==> config.mk <==
export PLATFORM = sky130hd
export DESIGN_NAME = uart_tx_fifo_drain
export DESIGN_NICKNAME = d
export VERILOG_FILES = /design/src/rtl/uart_pkg.sv /design/src/rtl/uart_tx_fifo_drain_baud_tick_gen.sv /design/src/rtl/uart_tx_fifo_drain.sv
export SDC_FILE = /design/constraint.sdc
export NUM_CORES = 1
export LEC_CHECK = 0
export CAP_MARGIN = 5
export CORE_ASPECT_RATIO = 0.9
export CORE_MARGIN = 2
export CORE_UTILIZATION = 58
export CTS_CLUSTER_DIAMETER = 200
export CTS_CLUSTER_SIZE = 30
export DETAILED_ROUTE_END_ITERATION = 10
export PLACE_DENSITY = 0.87
export REMOVE_ABC_BUFFERS = 1
export SYNTH_ARGS = -nofsm -noshare
export SYNTH_HDL_FRONTEND = slang
export SYNTH_SLANG_ARGS = --single-unit
==> constraint.sdc <==
create_clock -name clk -period 4.7 [get_ports clk]
set_input_delay 0.94 -clock clk [delete_from_list [all_inputs] [get_ports clk]]
set_output_delay 0.94 -clock clk [all_outputs]
set_load 0.005 [all_outputs]
==> src/rtl/uart_pkg.sv <==
`default_nettype none
// ============================================================================
// Module      : uart_pkg
// Description : Shared state encoding and frame constants for the UART TX path
// Revision    : 1.0 - initial release
// ============================================================================
package uart_pkg;

  // Transmitter FSM states; the encoding is fixed so that state values are stable
  // across builds and debug views.
  typedef enum logic [1:0] {
    IDLE  = 2'd0,
    START = 2'd1,
    DATA  = 2'd2,
    STOP  = 2'd3
  } state_t;

  // Frame format is 8N1.
  localparam int DATA_BITS = 8;
  localparam int STOP_BITS = 1;

endpackage : uart_pkg
`default_nettype wire

==> src/rtl/uart_tx_fifo_drain_baud_tick_gen.sv <==
`default_nettype none
// ============================================================================
// Module      : baud_tick_gen
// Description : Bit-period counter; tick marks the last clock of each bit
// Revision    : 1.0 - initial release
// ============================================================================
module baud_tick_gen #(
  parameter int DIV = 4
) (
  input  logic clk,
  input  logic rst,
  input  logic clr,
  input  logic en,
  output logic tick
);

  localparam int c_CW = $clog2(DIV);
  localparam logic [c_CW-1:0] c_LAST = c_CW'(DIV - 1);

  logic [c_CW-1:0] r_count;

  // Count 0..DIV-1 while enabled; hold at zero when disabled or cleared.
  always_ff @(posedge clk or posedge rst) begin
    if (rst) begin
      r_count <= '0;
    end else if (clr || !en) begin
      r_count <= '0;
    end else if (r_count == c_LAST) begin
      r_count <= '0;
    end else begin
      r_count <= r_count + 1'b1;
    end
  end

  assign tick = en && (r_count == c_LAST);

endmodule : baud_tick_gen
`default_nettype wire

==> src/rtl/uart_tx_fifo_drain.sv <==
`default_nettype none
// ============================================================================
// Module      : uart_tx_fifo_drain
// Description : 8N1 UART transmitter draining a first-word-fall-through FIFO,
//               sending frames back-to-back while data is available
// Revision    : 1.0 - initial release
// ============================================================================
module uart_tx_fifo_drain
  import uart_pkg::*;
#(
  parameter int CLK_HZ = 100_000_000,
  parameter int BAUD   = 9600
) (
  input  logic       clk,
  input  logic       rst,
  input  logic [7:0] fifo_rdata,
  input  logic       fifo_empty,
  output logic       fifo_pop,
  output logic       tx,
  output logic       tx_busy,
  output logic       tx_done
);

  localparam int c_DIV = CLK_HZ / BAUD;
  localparam int c_BW  = $clog2(DATA_BITS);
  localparam logic [c_BW-1:0] c_LAST_BIT = c_BW'(DATA_BITS - 1);

  generate
    if (c_DIV < 2) begin : g_div_check
      $error("uart_tx_fifo_drain: CLK_HZ/BAUD must be at least 2");
    end
  endgenerate

  state_t          r_state;
  state_t          w_state_nxt;
  logic [c_BW-1:0] r_bit_idx;
  logic [c_BW-1:0] w_bit_idx_nxt;
  logic [7:0]      r_shift;
  logic [7:0]      w_shift_nxt;
  logic            w_tick;
  logic            w_load;
  logic            w_en;

  // The counter only runs while a frame is on the line and restarts at load.
  assign w_en = (r_state != IDLE);

  baud_tick_gen #(
    .DIV (c_DIV)
  ) u_baud (
    .clk  (clk),
    .rst  (rst),
    .clr  (w_load),
    .en   (w_en),
    .tick (w_tick)
  );

  // A byte is taken from the FIFO when idle, or in the final stop-bit cycle so the
  // next start bit follows without a gap. Held off during reset so no pop escapes.
  assign w_load = !rst && !fifo_empty &&
                  ((r_state == IDLE) || ((r_state == STOP) && w_tick));

  assign fifo_pop = w_load;

  // State, bit index and shift register update.
  always_ff @(posedge clk or posedge rst) begin
    if (rst) begin
      r_state   <= IDLE;
      r_bit_idx <= '0;
      r_shift   <= '0;
    end else begin
      r_state   <= w_state_nxt;
      r_bit_idx <= w_bit_idx_nxt;
      r_shift   <= w_shift_nxt;
    end
  end

  // Next-state logic and line outputs decoded from registered state.
  always_comb begin
    w_state_nxt   = r_state;
    w_bit_idx_nxt = r_bit_idx;
    w_shift_nxt   = r_shift;
    tx            = 1'b1;
    tx_busy       = 1'b1;
    tx_done       = 1'b0;

    case (r_state)
      IDLE: begin
        tx_busy = 1'b0;
        if (w_load) begin
          w_state_nxt = START;
          w_shift_nxt = fifo_rdata;
        end
      end

      START: begin
        tx = 1'b0;
        if (w_tick) begin
          w_state_nxt   = DATA;
          w_bit_idx_nxt = '0;
        end
      end

      DATA: begin
        tx = r_shift[0];
        if (w_tick) begin
          w_shift_nxt   = {1'b0, r_shift[7:1]};
          w_bit_idx_nxt = r_bit_idx + 1'b1;
          if (r_bit_idx == c_LAST_BIT) begin
            w_state_nxt = STOP;
          end
        end
      end

      STOP: begin
        tx      = 1'b1;
        tx_done = w_tick;
        if (w_tick) begin
          if (w_load) begin
            w_state_nxt = START;
            w_shift_nxt = fifo_rdata;
          end else begin
            w_state_nxt = IDLE;
          end
        end
      end

      default: begin
        w_state_nxt = IDLE;
      end
    endcase
  end

endmodule : uart_tx_fifo_drain
`default_nettype wire

# After elaboration in Yosys (flattened, before gate mapping)
# Cells that the tools add are included.
[word_totals] reg_bits=27 in_bits=11
[classes] addsub=2 n_eq_ne=10 muxes=19 reduce_logical=16
[ops] op="$mux 14" count=2
[ops] op="$mux 8" count=3
[ops] op="$pmux 8 s3" count=1
[ops] op="$add 14x1->14 const B" count=1
[ops] op="$eq 14x14->1 const B" count=1
[ops] op="$mux 2" count=5
[ops] op="$ne 2x2->1 const B" count=4
[ops] op="$pmux 2 s4" count=1
[ops] op="$mux 3" count=2
[ops] op="$pmux 3 s2" count=1
[ops] op="$reduce_and 3->1" count=2
[ops] op="$reduce_and 5->1" count=1
[ops] op="$eq 2x2->1 const B" count=2
[ops] op="$logic_and 1x1->1" count=4
[ops] op="$reduce_bool 2->1" count=2
[ops] op="$add 3x1->3 const B" count=1
[ops] op="$eq 3x3->1 const B" count=1
[ops] op="$logic_not 1->1" count=3
[ops] op="$mux 1" count=3
[ops] op="$reduce_bool 3->1" count=1
[ops] op="$eq 2x1->1 const B" count=1
[ops] op="$logic_not 2->1" count=1
[ops] op="$logic_or 1x1->1" count=2
[ops] op="$ne 2x1->1 const B" count=1
[ops] op="$pmux 1 s2" count=1

# Longest topological paths before layout
[depth] ltp_word=8 depth_mapped=8

# Cells and area by module
# From an unflattened synthesis, not the netlist that was laid out.
[unflattened] hier_cells=146 hier_area_um2=1570.3
[by_module_without_submodules] mod="uart_tx_fifo_drain" instances=1 cells_per_inst=67 area_per_inst_um2=813.3 seq_area_each_um2=325.3
[by_module_without_submodules] mod="baud_tick_gen" instances=1 cells_per_inst=79 area_per_inst_um2=757.0 seq_area_each_um2=350.3

# Least setup slack after synthesis
# OpenSTA, ideal clock, no wires.
[synth_timing] path_kind="input port to output port" from="input fifo_empty" to="output fifo_pop" arrival_ns=1.786 required_ns=3.760 path_slack_ns=1.974 path_stages=4 path_buffers=0 cell_sequence="nor2_1 -> and2_1 -> a22oi_1 -> clkinv_1"
[synth_between] elab_chain_len=3
[synth_lines] element="from (decl)" line="uart_tx_fifo_drain.sv:17" rtl="input logic fifo_empty,"
[synth_lines] element="$logic_not 1->1" line="uart_tx_fifo_drain.sv:59" rtl="assign w_load = !rst && !fifo_empty &&"
[synth_lines] element="$logic_and 1x1->1 (2 in series)" line="uart_tx_fifo_drain.sv:59"
[synth_lines] element="to (decl)" line="uart_tx_fifo_drain.sv:18" rtl="output logic fifo_pop,"
# No other way between the ends.

# Final worst setup path
# Same ends and word-level chain as after synthesis.

==> flow_summary.rst <==
.. list-table::
   :header-rows: 1

   * - Metric
     - Value
   * - Post-route worst hold slack
     - between 0.4 and 0.5 ns
   * - Number of setup violations in the final report
     - 0
   * - Worst Setup End Kind
     - output port
   * - Synthesized flop and latch total
     - 27
   * - Cell area after synthesis
     - around 0.0015 mm^2
   * - Number of nets with antenna violations after detailed routing
     - 0
   * - Commonest non-fill, non-tap cells in the layout
     - sky130_fd_sc_hd__dfrtp_1, sky130_fd_sc_hd__nor2_1, sky130_fd_sc_hd__clkdlybuf4s50_1
   * - Yosys top cell area share
     - 0.4459
   * - Cell Rows
     - 17
   * - Cell repeated most along the worst path
     - sky130_fd_sc_hd__clkdlybuf4s50_1
   * - Layout Cell Area excl Fill
     - 0.001690 mm^2
   * - Post-synthesis sequential area ratio
     - 0.4459
   * - Fin Setup TNS
     - 0 ns
   * - Clock skew
     - between 0.005 and 0.006 ns
   * - Number of diodes added for antenna fixing
     - 0
   * - Warnings from Yosys
     - 0
   * - Global-route wire length before repair
     - between 4000 and 5000 um
   * - Count of port buffers added during placement
     - 14
   * - Post-placement cell count
     - about 190
   * - Crit path launch type
     - primary input
   * - Number of gates given a new drive strength after cts
     - 0
   * - Max Cap Viol
     - 0
   * - Vias in the first global route
     - between 1k and 1.5k
   * - Maximum clock path buffer count
     - 2
   * - Post-layout util
     - 0.6851
   * - TritonCTS clock tree
     - done
   * - Maximum number of pins on one net before global-route repair
     - 28
   * - Core outline area
     - between 0.002 and 0.0025 mm^2
   * - Critical Setup Path Class
     - primary input to output port
   * - Area after DPL
     - approximately 0.0017 mm^2
   * - Area Growth Syn to Fin
     - 11.56%
   * - Routed WL per cell
     - between 15 and 20 um
   * - Vert. Die Dim
     - around 52 um
   * - Detail-routed via count per cell
     - ~6.0
   * - Sum of routed wire length over all layers
     - 2901 um
   * - Synth top area cells
     - sky130_fd_sc_hd__dfrtp_1, sky130_fd_sc_hd__ha_1, sky130_fd_sc_hd__nor2_1
   * - Leakage power
     - between 0.7 and 0.8 nW
   * - Final-stage net count
     - between 150 and 200
   * - Critical path, cell by cell
     - clkdlybuf4s50_1 > nor2_1 > and2_1 > a22oi_1 > clkinv_1 > clkdlybuf4s50_1
   * - Setup Buffers After CTS
     - 0
   * - Hold Violations, Final
     - 0
   * - Cell depth of the worst setup path
     - 6
   * - Library cell used as clock root buffer
     - sky130_fd_sc_hd__clkbuf_4
   * - Worst-case headroom to the max-slew limit
     - 0.3189
   * - Number of remaining DRC errors
     - 0
   * - Post-synth ARST share
     - 1.000
   * - Maximum fanout encountered on the critical timing path
     - 9
   * - Clock sinks
     - 27
   * - Predominant post-synthesis flop cell
     - sky130_fd_sc_hd__dfrtp_1
   * - Total routing usage reported by global routing
     - 0.2131
   * - Pre-CTS worst setup slack
     - between 0.7 and 0.8 ns
   * - Source-to-sink clock delay at the later pin of the worst-skew pair
     - approximately 0.33 ns
   * - Mean cell area of the mapped netlist
     - just over 10 um^2
   * - Final non-filler cell total
     - 190
   * - Reg2Reg Depth
     - 6
   * - Outcome
     - finished, final reports clean
   * - Number of buffers created by CTS
     - 3
   * - I/O pins
     - 15
   * - Count of buffer and inverter cells on the critical path
     - 3
   * - Worst hold path class
     - flip-flop to flip-flop
   * - Tightest Pin Transition
     - between 1 and 1.5 ns
   * - Fraction of layout instances using a drive strength above 1
     - 0.08642
   * - Gate family responsible for the most delay along the worst path
     - buffers and inverters
   * - Most common cell after layout, fill and taps aside
     - sky130_fd_sc_hd__dfrtp_1
   * - Clock transition time at the flip-flop clock pins of the worst setup and hold paths
     - 0.15 ns
   * - Fmax
     - between 200 and 300 MHz
   * - Peak supply drop
     - roughly 410 uV
   * - Final cycle utilization of the critical path
     - 0.8348
   * - Number of instances in the synthesized netlist
     - 150
   * - Initial core utilization
     - 0.6141
   * - H-tree lvl count
     - 1
   * - CTS Hold Bufs
     - 0
   * - Critical path data arrival time
     - 2.98 ns
   * - Post-synth EDFFs
     - 0
   * - Area enclosed by the die boundary
     - between 0.003 and 0.004 mm^2
   * - Horizontal die dimension
     - just under 60 um
   * - Synth cell types
     - 43
   * - Weighted congestion at the end of routability-driven global placement
     - roughly 0.77
   * - Initial antenna violation count
     - 0
   * - Final global-route overflow total
     - 0
   * - Post-synthesis cell type with the largest combined area
     - sky130_fd_sc_hd__dfrtp_1
   * - RSZ-0062 raised after global routing
     - false
   * - Slowest CP cell
     - sky130_fd_sc_hd__clkdlybuf4s50_1
   * - HPWL after detailed placement
     - a little over 2000 um
   * - Max-slew violation count
     - 0
   * - Power consumption
     - just over 800 uW
   * - Drt pass-1 iters
     - 4
   * - Depth of the worst hold-timing path
     - 1
   * - Number of vias after detailed routing
     - roughly 1.1k
   * - CP Data Required Time
     - about 3.8 ns
   * - Final worst slack
     - 0.7765 ns
   * - Drt initial violations
     - 40
   * - Delay of the slowest cell on the worst path
     - 0.54 ns
   * - Power density over the cells
     - slightly below 500 mW/mm^2
   * - Final critical path time including I/O delays and setup
     - approximately 3.9 ns
report_power, final:
part / leakage (nW) / internal (mW) / switching, mW / total (mW)
logic: 0.420 / 0.180 / 0.220 / 0.400
registers: 0.338 / 0.285 / 0.0427 / 0.328
clock network: 0.0177 / 0.0320 / 0.0707 / 0.103
total: 0.776 / 0.497 / 0.333 / 0.830
cell type report:
cell class / instances / area [um^2]
fill: 203 / 777.0
multi-input combinational: 107 / 774.5
clock buffer: 3 / 22.52
timing repair buffer: 14 / 140.1
inverter: 10 / 37.54
sequential: 27 / 675.6
clock inverter: 1 / 5.005
tap: 28 / 35.03
cells in the mapped netlist, types with 4 or more instances:
cell type and count:
sky130_fd_sc_hd__ha_1 9, sky130_fd_sc_hd__nand2_1 4, sky130_fd_sc_hd__o21ai_0 4, sky130_fd_sc_hd__nor2_1 22, sky130_fd_sc_hd__nand3_1 6, sky130_fd_sc_hd__o2bb2ai_1 4
sky130_fd_sc_hd__nand4_1 7, sky130_fd_sc_hd__a2bb2oi_1 6, sky130_fd_sc_hd__buf_2 4, sky130_fd_sc_hd__inv_1 9, sky130_fd_sc_hd__dfrtp_1 27, sky130_fd_sc_hd__xor2_1 7
path summary, 6_finish.rpt:
| kind | startpoint | endpoint | slack [ns] |
|---|---|---|---|
| max | fifo_empty | fifo_pop | 0.78 |
| min | u_baud.r_count[0] | u_baud.r_count[0] | 0.50 |
| max reg2reg | r_state[0] | r_state[1] | 2.29 |
| min reg2reg | u_baud.r_count[0] | u_baud.r_count[0] | 0.50 |
| max in group asynchronous | rst | u_baud.r_count[13] | 2.92 |
| min in group asynchronous | rst | r_shift[0] | 1.16 |
layer usage:
metal	vias to the layer above	track usage	wire, um
li1	557	-	-
met1	553	0.2722	1352
met2	19	0.3371	1396
met3	6	0.05432	87
met4	0	0.1047	65
met5	-	0	0
flip-flops by register name, summed over array words and instances, names as in the netlist:
name,count
r_shift,8
r_state,2
u_baud.r_count,14
r_bit_idx,3
cells by family (layout without fill, tap and decap cells):
| family | after synthesis | count (layout) | synth area share |
|---|---|---|---|
| adders and majority gates | 9 | 9 | 0.07432 |
| and+or+nand+nor | 57 | 57 | 0.2064 |
| muxes | 1 | 1 | 0.009906 |
| buffers and inverters | 16 | 28 | 0.04294 |
| DFF | 27 | 27 | 0.4459 |
| xor gates and xnor gates | 10 | 10 | 0.05781 |
| AOI/OAI and AO/OA | 30 | 30 | 0.1627 |
No activity file was read; power rests on OpenSTA's default activity.
